### src/rtl/prog_loader_pkg.sv
// Shared types and constants for the program loader: FSM state encoding,
// default frame marker and the payload split of the high byte.
package prog_loader_pkg;

   typedef enum logic [2:0] {
      ST_IDLE,
      ST_CNT_HI,
      ST_CNT_LO,
      ST_B0,
      ST_B1,
      ST_B2,
      ST_WRITE,
      ST_CHK
   } state_t;

   localparam logic [7:0] SYNC_BYTE_DEF = 8'hA5;

   // CNT_HI and B0 carry only this many payload bits; the rest are reserved zeros
   localparam int HI_BITS = 2;

endpackage

### src/rtl/loader_timeout.sv
// Inter-byte watchdog: loadable down-counter, expires when enabled at zero.
module loader_timeout #(
   parameter int W        = 20,
   parameter int LOAD_VAL = 999_999
)(
   input  logic clk_sys,
   input  logic rst_b,
   input  logic clear,
   input  logic enable,
   output logic expire
);
   localparam logic [W-1:0] LOAD = W'(LOAD_VAL);

   logic [W-1:0] cnt;

   always_ff @(posedge clk_sys or negedge rst_b) begin
      if (!rst_b)
         cnt <= LOAD;
      else if (clear)
         cnt <= LOAD;
      else if (enable && (cnt != '0))
         cnt <= cnt - 1'b1;
   end

   assign expire = enable && (cnt == '0);

endmodule

### src/rtl/prog_loader.sv
// Framed byte-stream program loader: assembles 18-bit words from the host link,
// writes them to program memory from address 0 and holds the CPU during a load.
//
//   state     | meaning
//   ----------+-----------------------------------------------------
//   ST_IDLE   | waiting for SYNC; other bytes are dropped
//   ST_CNT_HI | expecting word-count high byte (reserved bits checked)
//   ST_CNT_LO | expecting word-count low byte
//   ST_B0     | expecting word bits [17:16] (reserved bits checked)
//   ST_B1     | expecting word bits [15:8]
//   ST_B2     | expecting word bits [7:0]
//   ST_WRITE  | one-cycle memory write, RX stalled
//   ST_CHK    | expecting XOR checksum of all data bytes
module prog_loader
   import prog_loader_pkg::*;
#(
   parameter int         ADDR_W      = 10,
   parameter int         DATA_W      = 18,
   parameter logic [7:0] SYNC_BYTE   = SYNC_BYTE_DEF,
   parameter int         TIMEOUT_CYC = 1_000_000
)(
   input  logic              PROG_CLK,
   input  logic              PROG_RST_N,
   input  logic [7:0]        RX_DATA,
   input  logic              RX_VALID,
   output logic              RX_READY,
   output logic              PROG_WE,
   output logic [ADDR_W-1:0] PROG_ADDR,
   output logic [DATA_W-1:0] PROG_DIN,
   output logic              CPU_HOLD,
   output logic              LOAD_DONE,
   output logic              LOAD_ERR
);
   localparam int TO_W = $clog2(TIMEOUT_CYC);

   state_t             state, state_nxt;
   logic               accept, rsv_bad, is_sync, chk_ok, run, expire, err_set;
   logic [HI_BITS-1:0] hi_q;
   logic [7:0]         mid_q, chk_q;
   logic [ADDR_W-1:0]  word_idx, n_last;

   assign accept  = RX_VALID && RX_READY;
   assign rsv_bad = (RX_DATA[7:HI_BITS] != '0);
   assign is_sync = (RX_DATA == SYNC_BYTE);
   assign chk_ok  = (RX_DATA == chk_q);
   assign run     = (state != ST_IDLE) && (state != ST_WRITE);
   assign err_set = expire ||
                    (accept && ((((state == ST_CNT_HI) || (state == ST_B0)) && rsv_bad) ||
                                ((state == ST_CHK) && !chk_ok)));

   loader_timeout #(
      .W        (TO_W),
      .LOAD_VAL (TIMEOUT_CYC - 1)
   ) u_timeout (
      .clk_sys (PROG_CLK),
      .rst_b   (PROG_RST_N),
      .clear   (accept || !run),
      .enable  (run && !accept),
      .expire  (expire)
   );

   always_ff @(posedge PROG_CLK or negedge PROG_RST_N) begin
      if (!PROG_RST_N)
         state <= ST_IDLE;
      else
         state <= state_nxt;
   end

   always_comb begin
      state_nxt = state;
      case (state)
         ST_IDLE:   if (accept && is_sync) state_nxt = ST_CNT_HI;
         ST_CNT_HI: if (accept) state_nxt = rsv_bad ? ST_IDLE : ST_CNT_LO;
         ST_CNT_LO: if (accept) state_nxt = ST_B0;
         ST_B0:     if (accept) state_nxt = rsv_bad ? ST_IDLE : ST_B1;
         ST_B1:     if (accept) state_nxt = ST_B2;
         ST_B2:     if (accept) state_nxt = ST_WRITE;
         ST_WRITE:  state_nxt = (word_idx == n_last) ? ST_CHK : ST_B0;
         ST_CHK:    if (accept) state_nxt = ST_IDLE;
         default:   state_nxt = ST_IDLE;
      endcase
      if (expire)
         state_nxt = ST_IDLE;
   end

   always_comb begin
      RX_READY = 1'b1;
      PROG_WE  = 1'b0;
      CPU_HOLD = 1'b1;
      case (state)
         ST_IDLE:  CPU_HOLD = 1'b0;
         ST_WRITE: begin
            RX_READY = 1'b0;
            PROG_WE  = 1'b1;
         end
         default: ;
      endcase
   end

   // PROG_ADDR/PROG_DIN load only at the B2 handshake so they are stable outside writes
   always_ff @(posedge PROG_CLK or negedge PROG_RST_N) begin
      if (!PROG_RST_N) begin
         hi_q      <= '0;
         mid_q     <= '0;
         chk_q     <= '0;
         word_idx  <= '0;
         n_last    <= '0;
         PROG_ADDR <= '0;
         PROG_DIN  <= '0;
         LOAD_DONE <= 1'b0;
         LOAD_ERR  <= 1'b0;
      end else begin
         LOAD_DONE <= 1'b0;
         if (accept) begin
            case (state)
               ST_IDLE: if (is_sync) begin
                  LOAD_ERR <= 1'b0;
                  chk_q    <= '0;
                  word_idx <= '0;
               end
               ST_CNT_HI: hi_q   <= RX_DATA[HI_BITS-1:0];
               ST_CNT_LO: n_last <= {hi_q, RX_DATA};
               ST_B0: begin
                  hi_q  <= RX_DATA[HI_BITS-1:0];
                  chk_q <= chk_q ^ RX_DATA;
               end
               ST_B1: begin
                  mid_q <= RX_DATA;
                  chk_q <= chk_q ^ RX_DATA;
               end
               ST_B2: begin
                  PROG_DIN  <= {hi_q, mid_q, RX_DATA};
                  PROG_ADDR <= word_idx;
                  chk_q     <= chk_q ^ RX_DATA;
               end
               ST_CHK: if (chk_ok) LOAD_DONE <= 1'b1;
               default: ;
            endcase
         end
         if (state == ST_WRITE)
            word_idx <= word_idx + 1'b1;
         if (err_set)
            LOAD_ERR <= 1'b1;
      end
   end

endmodule

### config.mk
export PLATFORM = sky130hd
export DESIGN_NAME = prog_loader
export DESIGN_NICKNAME = d
export VERILOG_FILES = /design/src/rtl/prog_loader_pkg.sv /design/src/rtl/loader_timeout.sv /design/src/rtl/prog_loader.sv
export SDC_FILE = /design/constraint.sdc
export NUM_CORES = 1
export LEC_CHECK = 0
export CORE_ASPECT_RATIO = 2
export CORE_MARGIN = 3
export CORE_UTILIZATION = 45
export CTS_CLUSTER_DIAMETER = 200
export DETAILED_ROUTE_END_ITERATION = 8
export GPL_TIMING_DRIVEN = 0
export PLACE_DENSITY = 0.64
export SLEW_MARGIN = 20
export SYNTH_ARGS = -nofsm -noshare
export SYNTH_HDL_FRONTEND = slang
export SYNTH_SLANG_ARGS = --single-unit
### constraint.sdc
create_clock -name PROG_CLK -period 2.1 [get_ports PROG_CLK]
set_input_delay 0.42 -clock PROG_CLK [delete_from_list [all_inputs] [get_ports PROG_CLK]]
set_output_delay 0.42 -clock PROG_CLK [all_outputs]
set_load 0.02 [all_outputs]
==> run_results.csv <==
group,metric,value,unit
power,powerDensity,877,nW/um^2
power,clock_power_share,33.3,%
synthesis,ys_warn_count,0,
placement,place.port_buffers,36,
synthesis,yosysUniqueCellTypes,61,
power,switching_share,29.7,%
die,dieArea,11400,um^2
clock_network,htreeDepth,3,
synthesis,synth_flop_cell,"dfrtp_1",
grt,grt_pass1_vias,3398,
synthesis,syn_avg_cell_area,11.1,um^2
worst_setup_path,critPathArrivalTime,1.59,ns
clock_network,cts-buffers-inserted,9,
detailed_routing,drcViolationCount,0,
cells_and_area,final_util,55.4,%
synthesis,synth_edf_count,0,
clock_network,ctsLongestPathBuffers,2,
die,die_w,77.2,um
placement,gp_congestion,0.828,
detailed_routing,drt_pass1_iterations,4,
timing,finalSetupTns,0,ns
timing,drv_slew,0,
clock_network,cts-root-buf,"clkbuf_16",
detailed_routing,drt_first_iter_violations,159,
worst_setup_path,path_class,"flop to output pin",
timing,skew,0.00502,ns
synthesis,synth_seq_area_share,50.3,%
timing,finalHoldWorstSlack,0.491,ns
worst_setup_path,regToRegStartpoint,"u_timeout.cnt[0]",
detailed_routing,vias_per_cell,5.64,
cells_and_area,stdcell_area,5450,um^2
worst_setup_path,cp_slowest_cell,"dfrtp_1",
timing,relSlewSlack,55.7,%
die,initial_core_util,46.4,%
power,p_sw,1.42,mW
worst_setup_path,cp_max_fo,10,
power,power,4.78,mW
worst_setup_path,reg2reg_slack,0.14,ns
cells_and_area,drive_above_1_share,24.4,%
status,outcome,"completed",
worst_setup_path,worst-path-buf-inv,3,
power,power_frac_seq,48.0,%
grt,grt_max_degree,56,
detailed_routing,post_drt_wl_per_cell,17.1,um
synthesis,synthesis.nets,424,
synthesis,synth-seq-cells,91,
worst_setup_path,start_kind,"flop",
power,intPower,3.36,mW
cells_and_area,stdcell_count,596,
worst_setup_path,crit_family,"buffers and inverters",
power,p_comb_share,18.8,%
timing,hold_viol,0,
worst_setup_path,startpoint,"state[1]",
grt,grt_use_total,18.9,%
detailed_routing,drt_wl_total,10200,um
placement,numPlacedInstances,579,
placement,placed_area,5110,um^2
worst_setup_path,crit_path_end_kind,"output pin",
synthesis,synthArstFlopShare,100,%
grt,grt_pass1_wl,17200,um
timing,fmax,499,MHz
die,rows,51,
timing,timing.final.crit_period,2.01,ns
detailed_routing,via_count,3364,
clock_network,clk_pin_slew_worst_paths,0.07,ns
clock_network,cts_num_sinks,91,
worst_setup_path,timing.rr.end,"u_timeout.cnt[18]",
die,coreArea,9830,um^2
cells_and_area,nets,473,
power,ir_drop,0.000505,V
timing,grt_setup_unrepaired,"false",
clock_network,cts_tree,"built",
power,p_leak,2.30,nW
worst_setup_path,path_depth,4,
min_path,min_path_type,"input port to flop",
timing,setup_viol_count_final,0,
die,dieHeight,148,um
worst_setup_path,worstPathRequired,1.68,ns
cells_and_area,area_delta_synth_final,19.5,%
grt,antenna_found_initial,0,
die,num_io_pins,44,
cells_and_area,diodes,0,
worst_setup_path,ff2ff_path_depth,7,
worst_setup_path,endpoint,"RX_READY",
timing,worst_slew_pin_slew,0.663,ns
synthesis,synth_cells,410,
placement,dp_hpwl,7400,um
clock_network,insertion_delay,0.34,ns
run,maxCapViolations,0,
worst_setup_path,cp_cell_sequence,"buf_6 -> nand3b_1 -> buf_8 -> clkdlybuf4s15_2",
timing,layout_setup_ws,0.0946,ns
grt,grt_overflow,0,
synthesis,synthesis.area,4560,um^2
placement,post-place-ws,-0.267,ns
timing,period_share,95.5,%
worst_setup_path,cp_slowest_stage_delay,0.40,ns
detailed_routing,final_antenna_net_count,0,
## worst reg2reg max path, cell delays in order, from the launching register on
cell	delay (ns)
dfstp_2	0.56
inv_1	0.07
ha_1	0.22
nor2b_4	0.15
and4_2	0.21
buf_6	0.13
or4_1	0.46
nand3_1	0.10
## synthesized netlist by cell type (3+ instances only)
master,n,area share (%)
mux2_2,48,12
or4_1,6,0.99
dfstp_2,12,6.9
o211ai_1,4,0.66
inv_1,14,1.2
a31oi_1,6,0.82
nand3_1,30,3.3
nand3b_1,3,0.49
a21oi_1,16,1.8
nor2_1,14,1.2
xnor2_1,18,3.5
nor2b_1,3,0.41
and4_1,4,0.77
clkbuf_1,12,0.99
dfrtp_1,79,43
o221ai_1,8,1.5
or3_1,5,0.69
mux2i_1,7,1.5
nor3_1,8,0.88
o31ai_1,3,0.49
o21ai_0,12,1.3
and2_1,3,0.41
nand2b_1,13,1.8
nand2_1,19,1.6
nand4_1,9,1.2
buf_2,8,0.88
and3_1,3,0.41
ha_1,3,0.82
## sequential cells by signal, indices dropped and copies added, names as in the netlist
name and cells:
u_timeout.cnt 20, PROG_DIN 18, PROG_ADDR 10, n_last 10, word_idx 10, chk_q 8
mid_q 8, state 3, hi_q 2, LOAD_DONE 1, LOAD_ERR 1
## power groups by stage
stage | Combinational [mW] | Sequential (mW) | Clock, mW
final | 0.896 | 2.29 | 1.59
after global routing | 1.00 | 2.33 | 1.70
after floorplan | 0.618 | 2.30 | 0
after detailed placement | 0.903 | 2.33 | 0
after CTS | 0.911 | 2.29 | 1.62
after global placement | 0.869 | 2.31 | 0
## placed cells by master (no fill, tap or decap), types with 8 or more instances in the layout
| cell | netlist | layout |
|---|---|---|
| inv_1 | 14 | 14 |
| dfstp_2 | 12 | 12 |
| a21oi_1 | 16 | 16 |
| nand2_1 | 19 | 19 |
| nor3_1 | 8 | 8 |
| xnor2_1 | 18 | 18 |
| nand4_1 | 9 | 9 |
| clkbuf_1 | 12 | 10 |
| o221ai_1 | 8 | 8 |
| nor2_1 | 14 | 14 |
| nand2b_1 | 13 | 13 |
| mux2_2 | 48 | 48 |
| clkdlybuf4s50_1 | 0 | 32 |
| o21ai_0 | 12 | 12 |
| nand3_1 | 30 | 30 |
| clkbuf_16 | 0 | 9 |
| dfrtp_1 | 79 | 78 |
## how the worst min path moves through the flow
stage,from,end,slack (ns),cells after the start
CTS,RX_VALID,LOAD_DONE,0.48,3
global placement,mid_q[3],PROG_DIN[11],0.49,1
finish,RX_VALID,LOAD_DONE,0.49,3
floorplan,PROG_RST_N,LOAD_DONE,0.12,0
detailed placement,PROG_RST_N,LOAD_DONE,0.35,1
global route,RX_VALID,LOAD_DONE,0.48,3
## what timing repair did
| item | CTS | global route |
|---|---|---|
| hold endpoints to repair | 29 | 0 |
| hold buffers | 1 | 0 |
| cloned | 0 | 0 |
| pin swaps | 0 | 1 |
| buffers inserted | 0 | 1 |
| resized for setup | 15 | 8 |
| endpoints found under the setup margin | 4 | 19 |
## final cells by class
type                       instances  area [um^2]
clock inverter                     7         67.6
timing repair buffer              39          398
clock buffer                       9          225
tap                              132          165
sequential                        91         2290
multi-input combinational        280         2110
fill                             897         4380
buffer                            22          124
inverter                          16         65.1
## layer usage
layer,up-vias,GRT usage [%],wire (um)
met5,-,0,0
met4,0,7.49,218
met3,16,3.39,275
met2,59,35.3,5670
met1,1705,20.8,4020
li1,1584,-,-
## logic make-up after synthesis
family	synth area share, %
AND/OR/NAND/NOR	18.6
AO/OA/AOI/OAI	9.50
flip-flops	50.3
buffers and inverters	3.68
adder cells (fa/ha/maj)	0.824
XOR/XNOR	3.65
multiplexers	13.4
No activity file was read; power rests on OpenSTA's default activity.
